### src/rtl/xadac_dcache_mux.sv
// N-port round-robin arbiter onto a single dcache request port, with in-order
// response routing through an ID-tracking FIFO. Optional counters: XADAC_DCACHE_MUX_PERF_EN.
module xadac_dcache_mux #(
   parameter int unsigned NumPorts       = 2,
   parameter int unsigned AddrWidth      = 64,
   parameter int unsigned DataWidth      = 64,
   parameter int unsigned IdWidth        = 4,
   parameter int unsigned MaxOutstanding = 4
) (
   input  logic                             clk,
   input  logic                             rstn,
   input  logic [NumPorts-1:0]              req_valid_i,
   output logic [NumPorts-1:0]              req_ready_o,
   input  logic [NumPorts*AddrWidth-1:0]    req_addr_i,
   input  logic [NumPorts*DataWidth-1:0]    req_wdata_i,
   input  logic [NumPorts*DataWidth/8-1:0]  req_be_i,
   input  logic [NumPorts-1:0]              req_we_i,
   input  logic [NumPorts*IdWidth-1:0]      req_id_i,
   output logic [NumPorts-1:0]              rsp_valid_o,
   output logic [DataWidth-1:0]             rsp_rdata_o,
   output logic [IdWidth-1:0]               rsp_id_o,
   output logic                             dc_req_valid_o,
   input  logic                             dc_req_ready_i,
   output logic [AddrWidth-1:0]             dc_req_addr_o,
   output logic [DataWidth-1:0]             dc_req_wdata_o,
   output logic [DataWidth/8-1:0]           dc_req_be_o,
   output logic                             dc_req_we_o,
   input  logic                             dc_rsp_valid_i,
   input  logic [DataWidth-1:0]             dc_rsp_rdata_i,
   output logic                             err_o
`ifdef XADAC_DCACHE_MUX_PERF_EN
   ,
   output logic [NumPorts*32-1:0]           perf_grant_cnt_o,
   output logic [31:0]                      perf_full_stall_cnt_o
`endif
);

   localparam int unsigned BeWidth      = DataWidth / 8;
   localparam int unsigned CntWidth     = $clog2(MaxOutstanding + 1);
   localparam int unsigned PtrWidth     = (NumPorts > 1) ? $clog2(NumPorts) : 1;
   localparam int unsigned FifoPtrWidth = (MaxOutstanding > 1) ? $clog2(MaxOutstanding) : 1;

   typedef struct packed {
      logic [PtrWidth-1:0] port;
      logic [IdWidth-1:0]  id;
   } trk_entry_t;

   typedef enum logic [0:0] {
      ST_ARB    = 1'b0,
      ST_LOCKED = 1'b1
   } lock_state_e;

   lock_state_e           state_q, state_d;
   logic [PtrWidth-1:0]   lock_idx_q, lock_idx_d;
   logic [PtrWidth-1:0]   rr_ptr_q;
   logic [CntWidth-1:0]   count_q;
   logic [FifoPtrWidth-1:0] wr_ptr_q, rd_ptr_q;
   trk_entry_t            trk_mem [MaxOutstanding];
   logic                  err_q;

   logic                  win_vld;
   logic [PtrWidth-1:0]   win_idx;
   logic [IdWidth-1:0]    win_id;
   logic                  issue_ok;
   logic                  accept;
   logic                  pop;
   trk_entry_t            head;
   int unsigned           cand;

   // Round-robin search from rr_ptr; a locked winner overrides the search
   always_comb begin
      win_vld = 1'b0;
      win_idx = rr_ptr_q;
      cand    = 0;
      if (state_q == ST_LOCKED) begin
         win_idx = lock_idx_q;
         win_vld = req_valid_i[lock_idx_q];
      end else begin
         for (int unsigned i = 0; i < NumPorts; i++) begin
            cand = (32'(rr_ptr_q) + i) % NumPorts;
            if (!win_vld && req_valid_i[PtrWidth'(cand)]) begin
               win_vld = 1'b1;
               win_idx = PtrWidth'(cand);
            end
         end
      end
   end

   assign issue_ok       = count_q < CntWidth'(MaxOutstanding);
   assign dc_req_valid_o = rstn & win_vld & issue_ok;
   assign accept         = dc_req_valid_o & dc_req_ready_i;

   // Zero-latency field mux from the winning port
   always_comb begin
      dc_req_addr_o  = '0;
      dc_req_wdata_o = '0;
      dc_req_be_o    = '0;
      dc_req_we_o    = 1'b0;
      win_id         = '0;
      req_ready_o    = '0;
      for (int unsigned i = 0; i < NumPorts; i++) begin
         if (win_idx == PtrWidth'(i)) begin
            dc_req_addr_o  = req_addr_i[i*AddrWidth +: AddrWidth];
            dc_req_wdata_o = req_wdata_i[i*DataWidth +: DataWidth];
            dc_req_be_o    = req_be_i[i*BeWidth +: BeWidth];
            dc_req_we_o    = req_we_i[i];
            win_id         = req_id_i[i*IdWidth +: IdWidth];
            req_ready_o[i] = accept;
         end
      end
   end

   assign head = trk_mem[rd_ptr_q];
   assign pop  = rstn & dc_rsp_valid_i & (count_q != '0);

   // Responses are steered to the port recorded at the FIFO head
   always_comb begin
      rsp_valid_o = '0;
      for (int unsigned i = 0; i < NumPorts; i++) begin
         rsp_valid_o[i] = pop & (head.port == PtrWidth'(i));
      end
   end

   assign rsp_id_o    = head.id;
   assign rsp_rdata_o = dc_rsp_rdata_i;
   assign err_o       = err_q;

   // Lock holds the presented port stable while the dcache stalls
   always_comb begin
      state_d    = state_q;
      lock_idx_d = lock_idx_q;
      case (state_q)
         ST_ARB: begin
            if (dc_req_valid_o && !dc_req_ready_i) begin
               state_d    = ST_LOCKED;
               lock_idx_d = win_idx;
            end
         end
         ST_LOCKED: begin
            if (accept) state_d = ST_ARB;
         end
         default: state_d = ST_ARB;
      endcase
   end

   always_ff @(posedge clk or negedge rstn) begin
      if (!rstn) begin
         state_q    <= ST_ARB;
         lock_idx_q <= '0;
      end else begin
         state_q    <= state_d;
         lock_idx_q <= lock_idx_d;
      end
   end

   always_ff @(posedge clk or negedge rstn) begin
      if (!rstn) begin
         rr_ptr_q <= '0;
      end else if (accept) begin
         rr_ptr_q <= (win_idx == PtrWidth'(NumPorts - 1)) ? '0 : win_idx + PtrWidth'(1);
      end
   end

   // Tracking FIFO pointers and occupancy
   always_ff @(posedge clk or negedge rstn) begin
      if (!rstn) begin
         count_q  <= '0;
         wr_ptr_q <= '0;
         rd_ptr_q <= '0;
      end else begin
         if (accept && !pop)      count_q <= count_q + CntWidth'(1);
         else if (!accept && pop) count_q <= count_q - CntWidth'(1);
         if (accept) begin
            wr_ptr_q <= (wr_ptr_q == FifoPtrWidth'(MaxOutstanding - 1)) ? '0
                                                                          : wr_ptr_q + FifoPtrWidth'(1);
         end
         if (pop) begin
            rd_ptr_q <= (rd_ptr_q == FifoPtrWidth'(MaxOutstanding - 1)) ? '0
                                                                          : rd_ptr_q + FifoPtrWidth'(1);
         end
      end
   end

   always_ff @(posedge clk) begin
      if (accept) begin
         trk_mem[wr_ptr_q] <= '{port: win_idx, id: win_id};
      end
   end

   // Sticky flag for a dcache response with nothing outstanding
   always_ff @(posedge clk or negedge rstn) begin
      if (!rstn) begin
         err_q <= 1'b0;
      end else if (dc_rsp_valid_i && (count_q == '0)) begin
         err_q <= 1'b1;
      end
   end

`ifdef XADAC_DCACHE_MUX_PERF_EN
   logic [31:0] grant_cnt_q [NumPorts];
   logic [31:0] full_stall_cnt_q;

   always_ff @(posedge clk or negedge rstn) begin
      if (!rstn) begin
         for (int unsigned i = 0; i < NumPorts; i++) grant_cnt_q[i] <= '0;
         full_stall_cnt_q <= '0;
      end else begin
         for (int unsigned i = 0; i < NumPorts; i++) begin
            if (req_ready_o[i]) grant_cnt_q[i] <= grant_cnt_q[i] + 32'd1;
         end
         if ((|req_valid_i) && (count_q == CntWidth'(MaxOutstanding))) begin
            full_stall_cnt_q <= full_stall_cnt_q + 32'd1;
         end
      end
   end

   always_comb begin
      perf_grant_cnt_o = '0;
      for (int unsigned i = 0; i < NumPorts; i++) begin
         perf_grant_cnt_o[i*32 +: 32] = grant_cnt_q[i];
      end
   end

   assign perf_full_stall_cnt_o = full_stall_cnt_q;
`endif

endmodule

### config.mk
export PLATFORM = sky130hd
export DESIGN_NAME = xadac_dcache_mux
export DESIGN_NICKNAME = d
export VERILOG_FILES = /design/src/rtl/xadac_dcache_mux.sv
export SDC_FILE = /design/constraint.sdc
export NUM_CORES = 1
export LEC_CHECK = 0
export BUFFER_PORTS_ARGS = -buffer_cell sky130_fd_sc_hd__buf_2
export CORE_AREA = 2 2 217 219
export CTS_BUF_LIST = sky130_fd_sc_hd__clkbuf_8
export DETAILED_ROUTE_END_ITERATION = 12
export DIE_AREA = 0 0 219 221
export PLACE_DENSITY_LB_ADDON = 0.1
export SLEW_MARGIN = 30
export SYNTH_ARGS = -nofsm -noshare
export SYNTH_HDL_FRONTEND = slang
export SYNTH_SLANG_ARGS = --single-unit
### constraint.sdc
create_clock -name clk -period 2.51 [get_ports clk]
set_clock_uncertainty 0.15 [all_clocks]
set_input_delay 0.1255 -clock clk [delete_from_list [all_inputs] [get_ports clk]]
set_output_delay 0.1255 -clock clk [all_outputs]
set_load 0.02 [all_outputs]
==> run metrics <==
clock period minus final worst setup slack around 2.4 ns; Crit. End Element primary output; Root Buffer clkbuf_8; post-synth top area cell mux2_2; crit path to dc_req_wdata_o[30]; cts bufs inserted 5; die footprint between 0.04 and 0.05 mm²; total power 7.174 mW; Leak between 3 and 4 nW; Net Sw Frac between 40% and 50%; Slew headroom 68.47%; largest net degree at the start of global routing 57; Switch Pwr about 3.3 mW; Post-synth EDFFs 20; WL final between 20 and 25 mm; most common cell after layout, fill and taps aside buf_2; Comb pwr share slightly above 80%; worst hold path class in -> reg; HPWL Detailed approximately 18 mm; mapped cell area roughly 0.0036 mm²; Final GP Congestion ~0.74; yosys warns 0; top cell type's share of synthesized area 31.00%; width of the die around 220 µm; Reg-to-Reg End count_q[2]$_DFFE_PN0P_; total core area 0.04606 mm²; Max IR drop VDD ~0.61 mV; NumNets Final 1,052; post-route ant nets 0; Worst EP required around 2.2 ns; layout cell share with drive strength beyond 1 between 80 and 90%; Crit Path Category reg -> out; pwr/cell area 1070 mW/mm²; Sink Count 31; cell count after synthesis approximately 310; critical path launch point type flop; Post-route DRC 0; H-tree depth 2; Rows 79; Worst Setup SP rr_ptr_q$_DFFE_PN0P_; initial antenna violation count 4; number of distinct library cells after synthesis 34; most frequent cells in the layout 402 x buf_2, 80 x mux2_2, 46 x mux2_1; utilization after layout ~15%; Area growth syn-to-layout 88.33%; Critical Path AT approximately 2.2 ns; final hold vios 0; reg2reg start lock_idx_q$_DFFE_PN0P_; Synth Register Bits 31; maximum root-to-sink buffer count 2; first-pass GRT wire length 28.17 mm; worst-path maximum fanout 6; Max Cap Viol 0; post-route insts no fill 1,302; R2R depth 9; Seq pwr share a little under an eighth; WL/cell 16.55 µm; internal power 3.869 mW; drt via density 3.014; ys flop type edfxtp_1; Reg clk slew, reported paths roughly 0.070 ns; max-slew violations 0; Worst Max-Slew Pin Slew 0.4729 ns; vias in the first global route ~4,200; outcome completed; R2R setup slack ~0.27 ns; Via Count around 3,900; Starting Density between 7 and 8%; Synth area leaders mux2_2 31%, edfxtp_1 17%, mux2_1 15%, buf_4 14%, dfrtp_1 7.7%; FFs w/ async S/R, synth a little over a third; clk_lat worst skew between 0.2 and 0.3 ns; syn nets between 600 and 700; TritonRoute pass-1 iters 4; Final setup viols 0; Overflow after GRT 0; Clk pwr share under 10%; Ports around 560; RSZ-0062 raised after global routing yes; Die Height 221 µm; dpl cells roughly 1,300; CTS tree yes; Initial DRC Count roughly 110; Seq/Total Area, Yosys approximately 25%; Filler Cell Count 5,330; gr usage total 7.874%; port buffer count 434; Max Clk Rate slightly above 400 MHz; Avg Cell Area, Syn 11.56 µm²; final worst-path cycle share around 97%
[kinds of logic after synthesis]
group / after synthesis / share of synthesized area (%)
compound gates: 9 / 1.722
buf+inv: 86 / 17.33
fa+ha+maj: 8 / 2.953
flops: 31 / 24.60
mux: 151 / 49.63
xor+xnor: 3 / 0.7383
simple gates: 20 / 3.022
[per-stage QoR]
| step | TNS [ns] | hold WS, ns | setup WS (ns) | area (µm²) |
|---|---|---|---|---|
| final | 0 | 0.002308 | 0.08039 | 6704 |
| after global routing | -0.6593 | 0.01229 | -0.03333 | 6701 |
| after CTS | -0.03131 | 0.0005930 | -0.01485 | 6247 |
| after detailed placement | 0 | -0.1829 | 0.2558 | 6055 |
| after global placement | 0 | -0.1772 | 0.2506 | 6055 |
| after floorplan | 0 | -0.3201 | 0.01249 | 3583 |
[final cells by class]
type	count	area, µm²	share of cell area [%]
antenna	1	2.502	0.03733
clock inverter	3	38.79	0.5786
sequential	31	875.8	13.06
timing repair buffer	459	2780	41.47
tap	607	759.5	11.33
multi-input combinational	191	2160	32.21
inverter	5	18.77	0.2800
clock buffer	5	68.82	1.027
[registers in the layout, summed over array words and instances, names as in the netlist, named ones only]
register and cells:
lock_idx_q 1, rd_ptr_q 2, wr_ptr_q 2, err_o 1
rr_ptr_q 1, trk_mem 20, count_q 3
[how the worst min path moves through the flow]
| stage | start | to | slack (ns) | cells after the start |
|---|---|---|---|---|
| floorplan | rstn | async pin | -0.32 | 0 |
| global placement | rstn | rd_ptr_q[0]$_DFFE_PN0P_ | -0.18 | 1 |
| finish | dc_req_ready_i | flop | 0.002 | 2 |
| global route | dc_req_ready_i | flop | 0.01 | 2 |
| detailed placement | rstn | err_o$_DFFE_PN0P_ | -0.18 | 1 |
| CTS | dc_req_ready_i | flop | 0.0006 | 2 |
[power by group through the flow]
stage	clock [mW]	combinational, mW	sequential [mW]
2_1_floorplan	0	3.45	0.796
3_3_place_gp	0	4.95	0.863
3_5_place_dp	0	4.88	0.857
4_1_cts	0.508	5.08	0.848
5_1_grt	0.532	6.24	0.862
6_report	0.490	5.85	0.837
[metal layers]
metal	wire (µm)	vias to the layer above	share of wire, %	GRT usage [%]
met1	7894	1805	37	8.403
met2	11600	284	54	15.10
li1	-	1822	-	-
met3	1942	13	9.0	2.928
met4	120	0	0.56	0.6103
met5	0	-	0	0
[synth_stat cells (3+ instances only)]
library cell / count
dfrtp_1: 11
mux2_1: 46
edfxtp_1: 20
ha_1: 6
inv_1: 4
buf_2: 9
o21ai_0: 3
mux4_2: 5
buf_4: 65
and3_1: 4
nor3_1: 3
mux2_2: 98
nor2_1: 4
buf_6: 5
[critical path, stage by stage (launching register included)]
cell       delay (ns)
dfrtp_1          0.40
maj3_2           0.32
mux2i_4          0.16
buf_6            0.16
clkbuf_16        0.18
clkbuf_16        0.16
mux2_2           0.32
buf_2            0.16
[timing repair]
item	in CTS	in global routing
gates cloned	1	8
gates resized for setup	6	89
setup endpoints to repair	106	101
pin swaps	0	1
endpoints found under the hold margin	13	0
hold buffers	3	0
setup buffers	1	2
Note: power is estimated with default switching activity, not from simulation.
